==> src/rtl/funct_generator_burst_ctrl.sv <==
// Burst scheduler for the function generator: configures it, runs it for a
// requested number of samples, pauses on downstream backpressure and reports status.
module funct_generator_burst_ctrl #(
  parameter int INT_BITS    = 8,
  parameter int CNT_W       = 16,
  parameter int CONF_CYCLES = 2
) (
  input  logic                       clk,
  input  logic                       rst,
  input  logic                       start_i,
  input  logic                       abort_i,
  input  logic [CNT_W-1:0]           burst_len_i,
  input  logic [1:0]                 sel_cfg_i,
  input  logic signed [INT_BITS-1:0] amp_cfg_i,
  input  logic                       gen_wr_en_i,
  input  logic                       fifo_full_i,
  output logic                       gen_en_low_o,
  output logic                       gen_enh_conf_o,
  output logic [1:0]                 gen_sel_o,
  output logic signed [INT_BITS-1:0] gen_amp_o,
  output logic                       busy_o,
  output logic                       done_o,
  output logic [CNT_W-1:0]           samples_o,
  output logic                       overflow_o
);

  localparam int CONF_W = (CONF_CYCLES > 1) ? $clog2(CONF_CYCLES) : 1;
  localparam logic [CONF_W-1:0] CONF_LAST = CONF_W'(CONF_CYCLES - 1);

  typedef enum logic [2:0] {S_IDLE, S_CONF, S_RUN, S_PAUSE, S_DONE} state_t;

  state_t                     state_reg, state_next;
  logic [CONF_W-1:0]          conf_cnt_reg, conf_cnt_next;
  logic [CNT_W-1:0]           len_reg, len_next;
  logic [CNT_W-1:0]           samples_reg, samples_next;
  logic                       ovf_reg, ovf_next;
  logic [1:0]                 sel_reg, sel_next;
  logic signed [INT_BITS-1:0] amp_reg, amp_next;
  logic                       en_low_reg, en_low_next;
  logic                       conf_reg, conf_next;
  logic                       busy_reg, busy_next;
  logic                       done_reg, done_next;

  logic [CNT_W-1:0] samples_inc;
  logic             last_sample;
  logic             ovf_clear;

  assign samples_inc = samples_reg + CNT_W'(1);
  // Completion only counts on a real sample strobe.
  assign last_sample = gen_wr_en_i && (samples_inc == len_reg);

  always_comb begin
    state_next    = state_reg;
    conf_cnt_next = conf_cnt_reg;
    len_next      = len_reg;
    samples_next  = samples_reg;
    sel_next      = sel_reg;
    amp_next      = amp_reg;
    ovf_clear     = 1'b0;

    case (state_reg)
      S_IDLE: begin
        if (start_i && !abort_i) begin
          if (burst_len_i != '0) begin
            len_next      = burst_len_i;
            sel_next      = sel_cfg_i;
            amp_next      = amp_cfg_i;
            samples_next  = '0;
            ovf_clear     = 1'b1;
            conf_cnt_next = '0;
            state_next    = S_CONF;
          end else begin
            state_next = S_DONE;
          end
        end
      end
      S_CONF: begin
        if (abort_i) begin
          state_next = S_IDLE;
        end else if (conf_cnt_reg == CONF_LAST) begin
          state_next = S_RUN;
        end else begin
          conf_cnt_next = conf_cnt_reg + CONF_W'(1);
        end
      end
      S_RUN, S_PAUSE: begin
        if (abort_i) begin
          state_next = S_IDLE;
        end else begin
          if (gen_wr_en_i) samples_next = samples_inc;
          // Completion beats backpressure; otherwise pause tracks fifo_full_i.
          if (last_sample) state_next = S_DONE;
          else if (fifo_full_i) state_next = S_PAUSE;
          else state_next = S_RUN;
        end
      end
      S_DONE: state_next = S_IDLE;
      default: state_next = S_IDLE;
    endcase

    ovf_next = (ovf_clear ? 1'b0 : ovf_reg) | (gen_wr_en_i & fifo_full_i);

    // Outputs are registered views of the state being entered.
    en_low_next = (state_next != S_RUN);
    conf_next   = (state_next == S_CONF);
    busy_next   = (state_next != S_IDLE);
    done_next   = (state_next == S_DONE);
  end

  always_ff @(posedge clk) begin
    if (rst) begin
      state_reg    <= S_IDLE;
      conf_cnt_reg <= '0;
      len_reg      <= '0;
      samples_reg  <= '0;
      ovf_reg      <= 1'b0;
      sel_reg      <= '0;
      amp_reg      <= '0;
      en_low_reg   <= 1'b1;
      conf_reg     <= 1'b0;
      busy_reg     <= 1'b0;
      done_reg     <= 1'b0;
    end else begin
      state_reg    <= state_next;
      conf_cnt_reg <= conf_cnt_next;
      len_reg      <= len_next;
      samples_reg  <= samples_next;
      ovf_reg      <= ovf_next;
      sel_reg      <= sel_next;
      amp_reg      <= amp_next;
      en_low_reg   <= en_low_next;
      conf_reg     <= conf_next;
      busy_reg     <= busy_next;
      done_reg     <= done_next;
    end
  end

  assign gen_en_low_o   = en_low_reg;
  assign gen_enh_conf_o = conf_reg;
  assign gen_sel_o      = sel_reg;
  assign gen_amp_o      = amp_reg;
  assign busy_o         = busy_reg;
  assign done_o         = done_reg;
  assign samples_o      = samples_reg;
  assign overflow_o     = ovf_reg;

endmodule
==> config.mk <==
export PLATFORM = sky130hd
export DESIGN_NAME = funct_generator_burst_ctrl
export DESIGN_NICKNAME = d
export VERILOG_FILES = /design/src/rtl/funct_generator_burst_ctrl.sv
export SDC_FILE = /design/constraint.sdc
export NUM_CORES = 1
export LEC_CHECK = 0
export ABC_CLOCK_PERIOD_IN_PS = 6750
export CAP_MARGIN = 30
export CORE_AREA = 3 3 89 91
export DETAILED_ROUTE_END_ITERATION = 12
export DIE_AREA = 0 0 92 94
export SKIP_LAST_GASP = 1
export SLEW_MARGIN = 20
export SYNTH_ARGS = -nofsm -noshare
export SYNTH_HDL_FRONTEND = slang
export SYNTH_SLANG_ARGS = --single-unit
==> constraint.sdc <==
create_clock -name clk -period 6.75 [get_ports clk]
set_input_delay 2.025 -clock clk [delete_from_list [all_inputs] [get_ports clk]]
set_output_delay 2.025 -clock clk [all_outputs]
set_load 0.02 [all_outputs]
==> flow_summary.yaml, run 1 <==
run_status:
  status: "completed"
setup_path:
  reg2reg_from: "samples_o[0]"
  rr_endpoint: "state_reg[0]"
  crit_path_end_kind: "register"
  start_kind: "input port"
  reg2reg_slack_ns: 3.83
  arrival_ns: 4.13
  path_class: "input port to register"
  worstPathMaxFanout: 6
  critPathRequiredTime_ns: 6.97
  ff2ff_path_depth: 7
global_route:
  grt_pass1_vias: 2277
  grt_max_degree: 47
  grt_antenna_before_repair: 0
  grt_pass1_wl_um: 11100
  grt_usage: 0.159
  grt-ovfl-total: 0
synth:
  synth_top_area_cell: "dfxtp_1"
  ys_seq_area_frac: 0.410
  syn_inst: 322
  synth.area.top_cells: "dfxtp_1 (41%), nand2_1 (11%), a21oi_1 (8.8%)"
  ys_warn_count: 0
  synth_commonest_cells: "nand2_1 (72), dfxtp_1 (51), a21oi_1 (44)"
  synth_edf_count: 0
  synth_most_common_cell: "nand2_1"
  ys_ff_latch: 51
  syn_area_per_cell_um2: 7.74
  syn_area_mm2: 0.00249
  synthArstFlopShare: 0
  synth.distinct_cells: 45
  synth_fp_nets: 355
  ys.flop_type: "dfxtp_1"
  yosysTopAreaCellShare: 0.410
sta:
  timing.hold.ws_ns: 0.461
  tightest_slew_ns: 0.934
  grt_setup_unrepaired: "false"
  period_needed_ns: 3.91
  finalHoldViolCount: 0
  slew_violations: 0
  period_share: 0.579
  fmax_mhz: 256
  finalSetupTns_ns: 0
  finalSetupViolations: 0
  setup_ws_ns: 2.84
  fin_skew_ns: 0.00681
  slew_headroom: 0.371
floorplan:
  core_area_mm2: 0.00721
  io_pins: 63
  rows: 31
  fp.dieH_um: 94
  die_w_um: 92
  start_util: 0.345
  fp.dieArea_mm2: 0.00865
routing:
  wl_um: 6660
  drc: 0
  vias: 2404
  antenna_left: 0
  firstDrtPassIters: 4
  wire_per_inst_um: 14.0
  routed_via_density: 5.06
  drtIter0Drc: 130
final_layout:
  design_area_mm2: 0.00326
  finalNetCount: 408
  seq_area_mm2: 0.00102
  fillers: 762
  drive_above_1_share: 0.0399
  antenna-diode-count: 0
  area_growth_pct: 31.0
  fin_cells: 475
  multi_input_area_mm2: 0.00138
  final_util: 0.452
clocking:
  cts_tree: "built"
  clk_pin_slew_worst_paths_ns: 0.10
  cts_buffer_depth: 2
  post_cts_resized: 0
  post_cts_buffers: 0
  cts-htree-levels: 2
  clk_latency_ns: 0.30
  clkSinkCount: 51
  numCtsBuffers: 5
  clockRootBuffer: "clkbuf_8"
  ctsHoldBuffers: 0
pwr:
  comb_power_share: 0.124
  internal_power_mw: 0.420
  ir_worst_vdd_mv: 0.0960
  leakagePower_nw: 1.19
  p_per_area_mw_per_mm2: 174
  p_sw_mw: 0.149
  seq_power_share: 0.554
  p_sw_frac: 0.262
  clockPowerShare: 0.321
  p_total_mw: 0.569
place:
  dpl.cell_count: 467
  preCtsSetupSlack_ns: 2.59
  port_buffers: 62
  place.gp.congestion: 0.822
  dpl_cell_area_mm2: 0.00317
  hpwl_um: 4780
worst_hold_path:
  min_path_type: "register to register"
  hold_path_end: "gen_sel_o[1]"
  whs_path_depth: 2
  hp-start: "gen_sel_o[1]"
run:
  max-cap-violations: 0
placed cells by master, fill, tap and decap left out, types with 3 or more instances in the layout:
cell             Yosys  layout
buf_4                1       4
clkbuf_8             0       5
dfxtp_1             51      51
nand4_1              7       7
and3_1               5       5
a311oi_1             7       7
a21oi_1             44      44
nor2_1              27      27
clkdlybuf4s50_1      0      62
and4_1               4       4
xnor2_1              5       5
or3_1                5       5
nor3_1               7       6
nand2_1             72      72
a211o_1              3       3
o21ai_0             13      13
nand3_1              7       7
nor4_1               4       4
xor2_1              12      12
layout make-up:
| type | instances | share of cell area |
|---|---|---|
| inverters | 1 | 0.00115 |
| multi-input cells | 250 | 0.421 |
| well taps | 99 | 0.0380 |
| clock inverters | 2 | 0.00498 |
| repair buffers | 66 | 0.199 |
| clock buffers | 6 | 0.0222 |
| flip-flops and latches | 51 | 0.313 |
worst max-delay path: stages:
cell	delay (ns)
clkdlybuf4s50_1	0.42
nor4_1	0.52
nand4_1	0.26
nand3_1	0.22
a21boi_0	0.34
a311oi_1	0.35
power by group through the flow:
stage,registers [mW],clock network [mW],logic (mW)
finish,0.316,0.183,0.0708
CTS,0.316,0.188,0.0716
floorplan,0.326,0,0.0298
detailed placement,0.323,0,0.0713
global route,0.317,0.200,0.0781
global placement,0.322,0,0.0706
kinds of logic after synthesis:
family | share of synthesized area
AO/OA/AOI/OAI | 0.198
buffers and inverters | 0.0402
flip-flops | 0.410
adder cells (fa/ha/maj) | 0.00502
XOR/XNOR | 0.0688
AND/OR/NAND/NOR | 0.278
how the worst max path moves through the flow:
stage,start,cells past startpoint,to,slack [ns]
4_1_cts,burst_len_i[8],6,samples_o[6],2.89
3_3_place_gp,burst_len_i[8],6,samples_o[10],2.60
3_5_place_dp,burst_len_i[8],6,samples_o[6],2.59
5_1_grt,burst_len_i[3],6,samples_o[13],2.73
6_report,burst_len_i[8],6,samples_o[6],2.84
2_1_floorplan,burst_len_i[11],7,conf_cnt_reg,3.33
layer usage:
layer	track usage	routed length [µm]	share of wire
met5	0	0	0
met1	0.214	3040	0.46
met2	0.259	3130	0.47
met3	0.0417	460	0.069
met4	0.0322	30	0.0045
Power figures use the tool's default switching activity.
==> inputs of run 2 (changes only) <==
Settings changed: ABC_CLOCK_PERIOD_IN_PS 6750 to 3250.
Clock period 6.75 ns to 3.25 ns, I/O delays scaled along.
==> flow_summary.yaml, run 2 (synthesized netlist as in run 1, its figures left out) <==
setup_path:
  start_kind: "input port"
  critPathRequiredTime_ns: 3.50
  arrival_ns: 2.88
  path_buf_inv: 1
  slowest_delay_ns: 0.46
  cp_top_family: "simple AND/OR/NAND/NOR gates"
  path_class: "input port to register"
  reg2reg_slack_ns: 0.63
  crit_path_cell_trace: "clkdlybuf4s50_1, nor4_1, nand4_1, nand3_1, a211o_1, o21ai_0, a21oi_1"
  crit_slowest_cell: "nor4_1"
  crit_path_end_kind: "register"
  worstPathMaxFanout: 10
global_route:
  grt_antenna_before_repair: 0
  grt-ovfl-total: 0
  grt_pass1_vias: 2230
  grt_usage: 0.157
  grt_pass1_wl_um: 11000
  grt_max_degree: 46
floorplan:
  rows: 31
  io_pins: 63
  fp.dieH_um: 94
  core_area_mm2: 0.00721
  die_w_um: 92
  start_util: 0.345
  fp.dieArea_mm2: 0.00865
place:
  hpwl_um: 4970
  port_buffers: 62
  dpl.cell_count: 476
  place.gp.congestion: 0.830
clocking:
  clk_pin_slew_worst_paths_ns: 0.10
  numCtsBuffers: 5
  cts-htree-levels: 2
  clk_latency_ns: 0.31
  post_cts_resized: 0
  ctsHoldBuffers: 0
  clkSinkCount: 51
  cts_tree: "built"
  cts_buffer_depth: 2
  clockRootBuffer: "clkbuf_8"
  post_cts_buffers: 0
sta:
  grt_setup_unrepaired: "false"
  finalSetupTns_ns: 0
  period_share: 0.811
  slew_violations: 0
  fmax_mhz: 379
  slew_headroom: 0.607
  period_needed_ns: 2.64
  fin_skew_ns: 0.0142
  tightest_slew_ns: 0.585
  finalHoldViolCount: 0
  finalSetupViolations: 0
routing:
  wl_um: 6880
  vias: 2502
  wire_per_inst_um: 14.2
  drc: 0
  drtIter0Drc: 116
  firstDrtPassIters: 4
  routed_via_density: 5.17
  antenna_left: 0
pwr:
  leakagePower_nw: 1.25
  p_per_area_mw_per_mm2: 378
  ir_worst_vdd_mv: 0.239
final_layout:
  drive_above_1_share: 0.0649
  final_util: 0.467
  finalNetCount: 417
  mostFrequentLayoutCell: "nand2_1"
  antenna-diode-count: 0
  area_growth_pct: 35.4
  final_cell_mix: "nand2_1 (72), clkdlybuf4s50_1 (62), dfxtp_1 (51)"
  fin_cells: 484
worst_hold_path:
  min_path_type: "register to register"
run_status:
  status: "completed"
run:
  max-cap-violations: 0
-- run 2: worst min-delay path, stage by stage, from the launching register on --
cell and delay [ns]:
dfxtp_1 0.32, nand2_1 0.05, a21oi_1 0.05
-- run 2: worst paths after layout --
check	to	cells after the start	start
setup / recovery	samples_o[14]	7	burst_len_i[3]
hold / removal	gen_amp_o[5]	2	gen_amp_o[5]
setup reg to reg	state_reg[0]	6	samples_o[4]
hold reg to reg	gen_amp_o[5]	2	gen_amp_o[5]
-- run 2: metrics by stage --
step	worst slack (ns)	area, µm²	hold WS, ns	power, mW
final	0.614	3370	0.456	1.27
after global routing	0.430	3370	0.476	1.33
after CTS	0.587	3370	0.461	1.29
after detailed placement	0.269	3250	0.449	0.824
after global placement	0.308	3250	0.441	0.822
after floorplan	0.700	2490	0.437	0.739
-- run 2: power breakdown --
| group | total [mW] | switching (mW) | internal (mW) |
|---|---|---|---|
| Sequential | 0.655 | 0.0123 | 0.643 |
| Combinational | 0.153 | 0.0743 | 0.0790 |
| Clock | 0.465 | 0.215 | 0.250 |
-- run 2: metal layers --
layer | part of all wire | GRT usage | wire [µm] | up-vias
li1 | - | - | - | 1265
met1 | 0.45 | 0.207 | 3090 | 1151
met2 | 0.46 | 0.250 | 3170 | 80
met3 | 0.081 | 0.0505 | 560 | 6
met4 | 0.0079 | 0.0408 | 54 | 0
met5 | 0 | 0 | 0 | -
-- run 2: area by class of cell --
class / count / area (µm²)
inverters: 1 / 3.75
clock inverters: 2 / 35.0
repair buffers: 75 / 731
clock buffers: 6 / 82.6
multi-input cells: 250 / 1380
flip-flops and latches: 51 / 1020
well taps: 99 / 124
fillers: 753 / 3840
